[src/rtl/history_table_spec.sv]
// history_table_spec: per-set local branch-history table with speculative shift, repair and flush sweep
module history_table_spec #(
  parameter int WIDTH = 8,
  parameter int S_INDEX = 3,
  parameter int NUM_SETS = 2**S_INDEX,
  parameter bit BYPASS = 0,
  parameter int FW = $clog2(WIDTH+1)
) (
  input  logic               clk,
  input  logic               reset,
  input  logic [S_INDEX-1:0] rd_index,
  output logic [WIDTH-1:0]   rd_history,
  output logic [FW-1:0]      rd_fill,
  input  logic               upd_valid,
  input  logic [S_INDEX-1:0] upd_index,
  input  logic               upd_bit,
  input  logic               rep_valid,
  input  logic [S_INDEX-1:0] rep_index,
  input  logic [WIDTH-1:0]   rep_history,
  input  logic [FW-1:0]      rep_fill,
  input  logic               flush_req,
  output logic               busy
);
  localparam logic [0:0] IDLE = 1'b0;
  localparam logic [0:0] SWEEP = 1'b1;
  localparam logic [S_INDEX:0] NS = (S_INDEX+1)'(NUM_SETS);
  localparam logic [FW-1:0] FMAX = FW'(WIDTH);
  logic [WIDTH-1:0] hist [NUM_SETS];
  logic [FW-1:0] fill [NUM_SETS];
  logic [0:0] state;
  logic [S_INDEX-1:0] ptr;
  logic idle, rep_ok, upd_live, rd_ok, last;
  logic [WIDTH-1:0] upd_h;
  logic [FW-1:0] upd_f, rep_f;
  assign busy = state == SWEEP;
  always_comb begin
    idle = state == IDLE;
    last = ptr == S_INDEX'(NUM_SETS-1);
    rep_ok = idle && rep_valid && {1'b0, rep_index} < NS;
    upd_live = idle && upd_valid && {1'b0, upd_index} < NS && !(rep_ok && rep_index == upd_index);
    upd_h = {hist[upd_index][WIDTH-2:0], upd_bit};
    upd_f = fill[upd_index] == FMAX ? FMAX : fill[upd_index] + 1'b1;
    rep_f = rep_fill > FMAX ? FMAX : rep_fill;
    rd_ok = {1'b0, rd_index} < NS;
    rd_history = rd_ok ? hist[rd_index] : '0;
    rd_fill = rd_ok ? fill[rd_index] : '0;
    // forwarded view is exactly what the next edge will store, reset and sweep included
    if (BYPASS) begin
      rd_history = reset || (!idle && rd_index == ptr) ? '0 :
                   rep_ok && rep_index == rd_index ? rep_history :
                   upd_live && upd_index == rd_index ? upd_h : rd_history;
      rd_fill = reset || (!idle && rd_index == ptr) ? '0 :
                rep_ok && rep_index == rd_index ? rep_f :
                upd_live && upd_index == rd_index ? upd_f : rd_fill;
    end
  end
  always_ff @(posedge clk)
    if (reset) begin
      for (int i = 0; i < NUM_SETS; i++) begin
        hist[i] <= '0;
        fill[i] <= '0;
      end
      state <= IDLE;
      ptr <= '0;
    end else if (state == SWEEP) begin
      hist[ptr] <= '0;
      fill[ptr] <= '0;
      ptr <= last ? '0 : ptr + 1'b1;
      state <= last ? IDLE : SWEEP;
    end else begin
      if (upd_live) begin
        hist[upd_index] <= upd_h;
        fill[upd_index] <= upd_f;
      end
      if (rep_ok) begin
        hist[rep_index] <= rep_history;
        fill[rep_index] <= rep_f;
      end
      if (flush_req) begin
        state <= SWEEP;
        ptr <= '0;
      end
    end
endmodule

[config.mk]
export PLATFORM = sky130hd
export DESIGN_NAME = history_table_spec
export DESIGN_NICKNAME = d
export VERILOG_FILES = /design/src/rtl/history_table_spec.sv
export SDC_FILE = /design/constraint.sdc
export NUM_CORES = 1
export LEC_CHECK = 0
export ABC_AREA = 1
export CAP_MARGIN = 20
export CORE_UTILIZATION = 45
export CTS_BUF_LIST = sky130_fd_sc_hd__clkbuf_4 sky130_fd_sc_hd__clkbuf_8
export CTS_CLUSTER_SIZE = 10
export DETAILED_ROUTE_END_ITERATION = 10
export DONT_BUFFER_PORTS = 1
export GPL_TIMING_DRIVEN = 0
export PLACE_DENSITY_LB_ADDON = 0.12
export SLEW_MARGIN = 20
export SYNTH_ARGS = -nofsm -noshare
export SYNTH_HDL_FRONTEND = slang
export SYNTH_SLANG_ARGS = --single-unit
[constraint.sdc]
create_clock -name clk -period 2.5 [get_ports clk]
set_input_delay 0.5 -clock clk [delete_from_list [all_inputs] [get_ports clk]]
set_output_delay 0.5 -clock clk [all_outputs]
set_load 0.1 [all_outputs]
# Word level (Yosys, flattened, before mapping)
# Memories as Yosys holds them, arrays and structs flattened.
# Cells that the tools add are included.
[word_totals] latchBits=0 reg_bits=4 memories=2 mem_bits_rw=96 rom_bits=0 inputBits=27 wordCells=62
[mem_list] name="hist" depth=8 word_bits=8 rd=2 rd_ports_with_merged_regs=0 write_ports=8 line_no="28" source="logic [WIDTH-1:0] hist [NUM_SETS];"
[mem_list] name="fill" depth=8 word_bits=4 rd=2 rd_ports_with_merged_regs=0 write_ports=8 line_no="29" source="logic [FW-1:0] fill [NUM_SETS];"
[classes] reduce_logical=12 mul=0 shift=0 addsub=2 bitwise=1 order_cmp=1 mux=39 n_eq_ne=3 div_mod_pow=0
[op_table] operator="3-bit two-way mux" n=9
[op_table] operator="8-bit two-way mux" n=3
[op_table] operator="8-bit OR reduction" n=3
[op_table] operator="1-bit two-way mux" n=22
[op_table] operator="4-bit two-way mux" n=5
[op_table] operator="4-bit OR reduction" n=3
[op_table] operator="4-bit by 1-bit adder with 4-bit output, second input constant" n=1
[op_table] operator="4-bit == test, second input constant" n=1
[op_table] operator="4-bit > comparator, second input constant" n=1
[op_table] operator="1-bit logical AND" n=4
[op_table] operator="3-bit by 1-bit adder with 3-bit output, second input constant" n=1
[op_table] operator="3-bit == test" n=1
[op_table] operator="3-bit == test, second input constant" n=1
[op_table] operator="2-bit nonzero test" n=1
[op_table] operator="1-bit logical NOT" n=1
[op_table] operator="1-bit inverter" n=1

# Logic depth before layout (Yosys ltp)
# Gate-level depths: netlist (run 1).
[logic_depth] word_depth=11 ltp_mapped=14 mapped_depth_nobuf=13

# Worst setup path before layout (run 1)
# Ideal clock, no wire load.
[synth_path] kind="in2out" startpoint="in rd_index[1]" endpoint="out rd_history[5]" n_path_buf=2 path_stages=6 t_required_ps=2000 t_arrival_ps=2842 setup_slack_ps=-842 cell_sequence="clkbuf_1 > clkbuf_1 > o21ai_0 > o22ai_1 > nor2_1 > a31oi_1"
[synth_via] elab_chain_len=1
[synth_rtl] item="start, declared" line_no="11" source="input logic [S_INDEX-1:0] rd_index,"
[synth_rtl] item="memory read 8 x 8 bit"
[synth_rtl] item="end, declared" line_no="12" source="output logic [WIDTH-1:0] rd_history,"
# Every way passes these cells.

# Worst setup path in the final report (run 1)
[layout_path] startpoint="in rd_index[0]" endpoint="out rd_history[6]"
# Same word-level chain as after synthesis.

==> summary.txt, run 1 <==
Post-Syn Nets -> 863
PD cells -> 528 mW/mm²
Die Y -> 121 µm
worst r2r src -> busy
count of cell types in the netlist -> 38
total track usage -> 31.0%
combinational group share of total power -> 22.1%
residual DRC count -> 0
gpl congestion -> 0.967
final setup fails -> 1
CP top delay family -> compound AO/OA/AOI/OAI gates
DR iter-0 viols -> 883
crit-path max FO -> 10
Skew-Pair Late Insertion Delay -> 0.40 ns
Rel. slew slack -> 46.2%
sequential share of power -> 52.1%
number of antenna violations at the first check in global routing -> 0
CP max-delay cell -> a31oi_4
Crit Path Category -> in -> out
final instance area -> 0.00717 mm²
Pleak -> 2.78 nW
number of H-tree levels -> 3
Die Footprint -> 0.0146 mm²
Setup TNS Final -> -0.00890 ns
Final Max Tran Viols -> 0
Yosys reg bits -> 100
starting density of the core -> 46.0%
Crit path depth -> 6
first-pass GRT wire length -> 32500 µm
Internal -> 0.00248 W
Seq/Total Area, Yosys -> 46.6%
drt total wl -> 22300 µm
dpl cell area -> 0.00678 mm²
switching share of power -> 34.5%
Hold WS -> 0.169 ns
hpwl dp -> 16000 µm
GR Overflow Total -> 0
status -> finished, violations left
mapped cell area -> 0.00636 mm²
Crit. End Element -> primary output
area grow syn2layout -> 12.8%
vias in the first global route -> 5516
maximum clock path buffer count -> 2
Max IR drop VDD -> 0.000328 V
width of the die -> 121 µm
WL/cell -> 21.6 µm
most used flip-flop cell after synthesis -> edfxtp_1
Max-cap violations -> 0
largest net degree at the start of global routing -> 18
critical path arrival -> 2.01 ns
cell mode on critical path -> nor2_1
ys async rst share -> 0%
DR pass1 iterations -> 6
Clock Root Buffer -> clkbuf_8
NetSw -> 0.00131 W
Clock Power Share -> 25.8%
CP cell instances -> inv_1 -> buf_2 -> nor2_1 -> o22ai_1 -> nor2_1 -> a31oi_4
Post-CTS Hold Buffers -> 0
min Tclk post-route -> 2.51 ns
path depth of the worst reg2reg path -> 6
vias -> 6152
failing checks -> negative setup slack
Startpoint Class -> primary input
worst-margin pin slew -> 0.808 ns
clock slew at the register clock pins of the worst setup and hold paths -> 0.09 ns
final worst path period share -> 100%
PortBufs -> 0
clock skew -> 0.0133 ns
Total Power -> 0.00379 W
Hold Crit Class -> in -> reg
Ports -> 40
Post-DRT Antenna Nets -> 0
Num CTS Buffers -> 9
max incr delay on CP -> 0.66 ns
CTS tree -> built
Core Box Area -> 0.0138 mm²
Worst Setup SP -> rd_index[0]
Vias/cell -> 5.96
critical path required time -> 2.00 ns
fill count -> 1298
row cnt -> 43
share of layout cells above drive strength 1 -> 13.2%
cell count after placement -> 1013
Reg-to-Reg End -> fill[6][1]
worst setup path end -> rd_history[6]
fmax -> 399 MHz
n_diodes -> 0
WP buf/inv -> 2
Syn. warnings -> 0
R2R Setup Slk -> 0.10 ns
final hold violations -> 0
CTS sink count -> 100
EDFF count, synth -> 96
non-filler instance count after layout -> 1033
nets -> 879
Final WS setup -> -0.00890 ns
Gate Count Post-Synth -> 832
Avg Cell Area, Syn -> 7.64 µm²
==> Yosys cell counts (3+ instances only) <==
library cell | count | share of area (%)
o21ai_1 | 44 | 3.5
edfxtp_1 | 96 | 45
nand2_1 | 239 | 14
inv_2 | 3 | 0.18
dfxtp_1 | 4 | 1.3
o21ai_0 | 109 | 8.6
buf_2 | 7 | 0.55
a31oi_1 | 12 | 1.2
o211ai_1 | 9 | 1.1
inv_1 | 83 | 4.9
buf_4 | 11 | 1.3
a21oi_1 | 38 | 3.0
ha_1 | 4 | 0.79
nor2_2 | 15 | 1.5
a221oi_1 | 3 | 0.41
clkbuf_1 | 24 | 1.4
nand3_1 | 38 | 3.0
nor3_1 | 5 | 0.39
nor2_1 | 59 | 3.5
nor2_4 | 4 | 0.71
o22ai_1 | 4 | 0.39
nand2_2 | 3 | 0.30
==> registers in the layout, summed over array words and instances (netlist names) <==
| register | cells |
|---|---|
| busy | 1 |
| hist | 64 |
| ptr | 3 |
| fill | 32 |
==> through the flow <==
stage | setup WS [ns] | util, %
finish | -0.00890 | 51.9
global route | -0.0130 | 51.9
CTS | 0.00904 | 51.0
detailed placement | -0.636 | 49.0
global placement | -0.896 | 48.7
floorplan | -0.156 | -
==> power groups by stage <==
stage               clock, W  sequential, W  combinational, W
floorplan                  0        0.00199          0.000585
global route         0.00104        0.00198          0.000882
CTS                 0.000981        0.00197          0.000798
global placement           0        0.00201          0.000760
finish              0.000978        0.00197          0.000837
detailed placement         0        0.00201          0.000781
==> logic make-up (layout without fill, tap and decap cells) <==
logic type / Yosys count / after routing / share of synthesized area, %
compound gates: 225 / 225 / 18.9
flops: 100 / 100 / 46.6
buf+inv: 131 / 151 / 8.64
fa+ha+maj: 4 / 4 / 0.787
simple gates: 371 / 372 / 25.0
xor+xnor: 1 / 1 / 0.138
==> routing by layer <==
metal / vias to the layer above / share of wire, % / global-route usage [%]
met5: - / 0 / 0
met4: 0 / 3.7 / 15.4
met3: 66 / 10 / 5.50
met2: 392 / 44 / 46.3
met1: 2852 / 42 / 43.1
li1: 2842 / - / -
==> how the worst min path moves through the flow <==
stage                       from  endpoint  slack, ns  cells past startpoint
after floorplan           ptr[1]    ptr[1]       0.51                      2
after global placement    ptr[1]    ptr[1]       0.56                      2
after detailed placement  ptr[1]    ptr[1]       0.57                      2
after CTS                  reset      busy       0.16                      1
after global routing       reset    ptr[2]       0.15                      1
final                      reset    ptr[2]       0.17                      1
==> cells in the final DEF (no fill, tap or decap), types with 2 or more instances in the layout <==
cell and n:
buf_4 15, o21ai_1 46, nand3_1 30, o21ai_0 107, clkbuf_2 5, nand3_4 4
buf_8 2, nor2_4 8, a31oi_4 12, inv_1 82, nand3_2 6, inv_2 3
clkinv_2 2, inv_6 2, buf_2 10, a22oi_1 2, buf_6 3, nor2_2 12
a221oi_1 3, edfxtp_1 96, ha_1 4, clkbuf_1 8, o211ai_1 9, nor2_1 58
nor3_1 5, clkbuf_8 11, nand2_4 2, nand2_1 239, dfxtp_1 3, a21oi_2 2
a21oi_1 37, o22ai_1 4, clkinvlp_4 2, nand2_2 3
==> final cells by class <==
class / instances / area, µm² / share of cell area, %
multi-input cells: 602 / 3130 / 43.7
flip-flops and latches: 100 / 2970 / 41.4
inverters: 87 / 330 / 4.61
plain buffers: 44 / 294 / 4.10
well taps: 180 / 225 / 3.14
clock buffers: 9 / 124 / 1.73
clock inverters: 7 / 50.0 / 0.698
repair buffers: 4 / 46.3 / 0.646
==> what timing repair did <==
item	in CTS	in global routing
gates cloned	0	1
pin swaps	6	9
setup endpoints to repair	140	144
resized for setup	36	28
hold endpoints to repair	0	0
buffers inserted	0	3
Power figures use the tool's default switching activity.
==> run 2, diff against run 1 <==
- CORE_ASPECT_RATIO: not set -> 0.5
==> summary.txt, run 2 (synthesis results as in run 1) <==
R2R Setup Slk -> 0.13 ns (+0.03 ns)
row cnt -> 30 (-30%)
vias -> 6107 (-0.73%)
clock skew -> 0.0134 ns (+0.000156 ns)
Core Box Area -> 0.0137 mm² (-1.2%)
number of H-tree levels -> 3 (unchanged)
Ports -> 40 (unchanged)
crit-path max FO -> 10 (unchanged)
PortBufs -> 0 (unchanged)
Crit. End Element -> primary output
Post-CTS Hold Buffers -> 0 (unchanged)
RSZ-0062 raised after global routing -> yes
WL/cell -> 20.2 µm (-6.2%)
DR pass1 iterations -> 5 (-1)
Biggest register -> hist
critical path required time -> 2.00 ns (about the same)
worst-margin pin slew -> 0.812 ns (+0.00313 ns)
fill count -> 1296 (-0.15%)
Die Y -> 86.1 µm (-29%)
max reg flops -> 64 (unchanged)
maximum clock path buffer count -> 2 (unchanged)
CP cell instances -> clkinv_1 -> clkbuf_8 -> a31oi_4
Setup TNS Final -> -0.00144 ns (+0.00745 ns)
Hold Crit Class -> in -> reg
vias in the first global route -> 5705 (+3.4%)
Final WS setup -> -0.00144 ns (+0.00745 ns)
clock slew at the register clock pins of the worst setup and hold paths -> 0.10 ns (about the same)
M3 GR Usage -> 5.54% (+0.039 points)
gr busiest metal -> met2
Clock Root Buffer -> clkbuf_8
Max-cap violations -> 0 (unchanged)
Pleak -> 2.78 nW (+0.14%)
GR Overflow Total -> 0 (unchanged)
Skew-Pair Late Insertion Delay -> 0.38 ns (-0.02 ns)
first-pass GRT wire length -> 32100 µm (-1.3%)
max incr delay on CP -> 0.70 ns (+0.04 ns)
final worst path period share -> 100% (-0.30 points)
Crit Path Category -> in -> out
grt met1 use -> 43.5% (+0.37 points)
Final Max Tran Viols -> 0 (unchanged)
PD cells -> 562 mW/mm² (+6.4%)
Largest regs -> hist (64), fill (32), ptr (3)
commonest non-fill, non-tap cell in the layout -> nand2_1
critical path arrival -> 2.00 ns (about the same)
dpl cell area -> 0.00678 mm² (about the same)
Post-DRT Antenna Nets -> 0 (unchanged)
Vias/cell -> 5.87 (-1.5%)
fmax -> 400 MHz (+0.30%)
final setup fails -> 1 (unchanged)
status -> finished, violations left
Hold WS -> 0.169 ns (+0.000112 ns)
gpl congestion -> 0.947 (-2.1%)
width of the die -> 170 µm (+41%)
min Tclk post-route -> 2.50 ns (-0.00745 ns)
Startpoint Class -> primary input
share of layout cells above drive strength 1 -> 12.7% (-0.53 points)
final hold violations -> 0 (unchanged)
DR iter-0 viols -> 694 (-21%)
Num CTS Buffers -> 9 (unchanged)
most used cells in the layout excluding fill and tap cells -> 239 x nand2_1, 108 x o21ai_0, 96 x edfxtp_1
failing checks -> negative setup slack
area grow syn2layout -> 13.3%
Max IR drop VDD -> 0.000233 V (-29%)
CTS sink count -> 100 (unchanged)
largest net degree at the start of global routing -> 17 (-1)
Rel. slew slack -> 45.7% (-0.49 points)
residual DRC count -> 0 (unchanged)
final instance area -> 0.00720 mm² (+0.45%)
nets -> 876 (-0.34%)
Die Footprint -> 0.0146 mm² (+0.20%)
n_diodes -> 0 (unchanged)
starting density of the core -> 46.5% (+0.55 points)
CP max-delay cell -> a31oi_4
number of antenna violations at the first check in global routing -> 0 (unchanged)
total track usage -> 29.9% (-1.0 points)
routing usage on met2 -> 46.2% (-0.16 points)
drt total wl -> 21100 µm (-5.4%)
CTS tree -> built
hpwl dp -> 15900 µm (-0.15%)
run 2: final timing paths:
path | from | endpoint | cells after the start
worst max-delay path | rd_index[2] | rd_history[5] | 3
worst min-delay path | reset | ptr[2] | 1
worst max register to register | busy | hist[7][6] | 8
worst min register to register | ptr[2] | ptr[2] | 2
run 2: power breakdown:
| group | internal [W] | switching (W) | leakage [nW] |
|---|---|---|---|
| registers | 0.00192 | 0.0000480 | 1.03 |
| logic | 0.000187 | 0.000625 | 1.64 |
| clock network | 0.000662 | 0.000600 | 0.117 |
run 2: cell type report:
cell class / count / area, µm² / area share [%]
repair buffers: 2 / 27.5 / 0.382
plain buffers: 44 / 288 / 4.00
flip-flops and latches: 100 / 2970 / 41.2
well taps: 192 / 240 / 3.34
multi-input cells: 601 / 3110 / 43.2
clock buffers: 9 / 124 / 1.72
inverters: 87 / 330 / 4.59
clock inverters: 6 / 111 / 1.55
run 2: critical path: cells and delay by family:
kind | cells | cell delay, ns
AO/OA/AOI/OAI | 1 | 0.70
buffers and inverters | 2 | 0.79
run 2: through the flow:
stage | utilization (%) | setup slack (ns) | cells | power (W)
2_1_floorplan | - | -0.156 | 832 | 0.00258
3_3_place_gp | 49.4 | -0.718 | 1024 | 0.00276
3_5_place_dp | 49.6 | -0.619 | 1024 | 0.00278
4_1_cts | 52.1 | 0.00410 | 1039 | 0.00400
5_1_grt | 52.7 | -0.0326 | 1041 | 0.00416
6_report | 52.7 | -0.00144 | 1041 | 0.00404
run 2: repair_timing:
item                                   4_1_cts  5_1_grt
gates resized for setup                     31       24
pin swaps                                    6        7
endpoints found under the hold margin        0        0
setup endpoints to repair                  120      127
setup buffers                                0        2
run 2: per-layer routing:
layer  wire, µm  vias up
met5          0        -
met4        347        0
met3       2350       37
met2       9010      387
met1       9350     2849
li1           -     2834
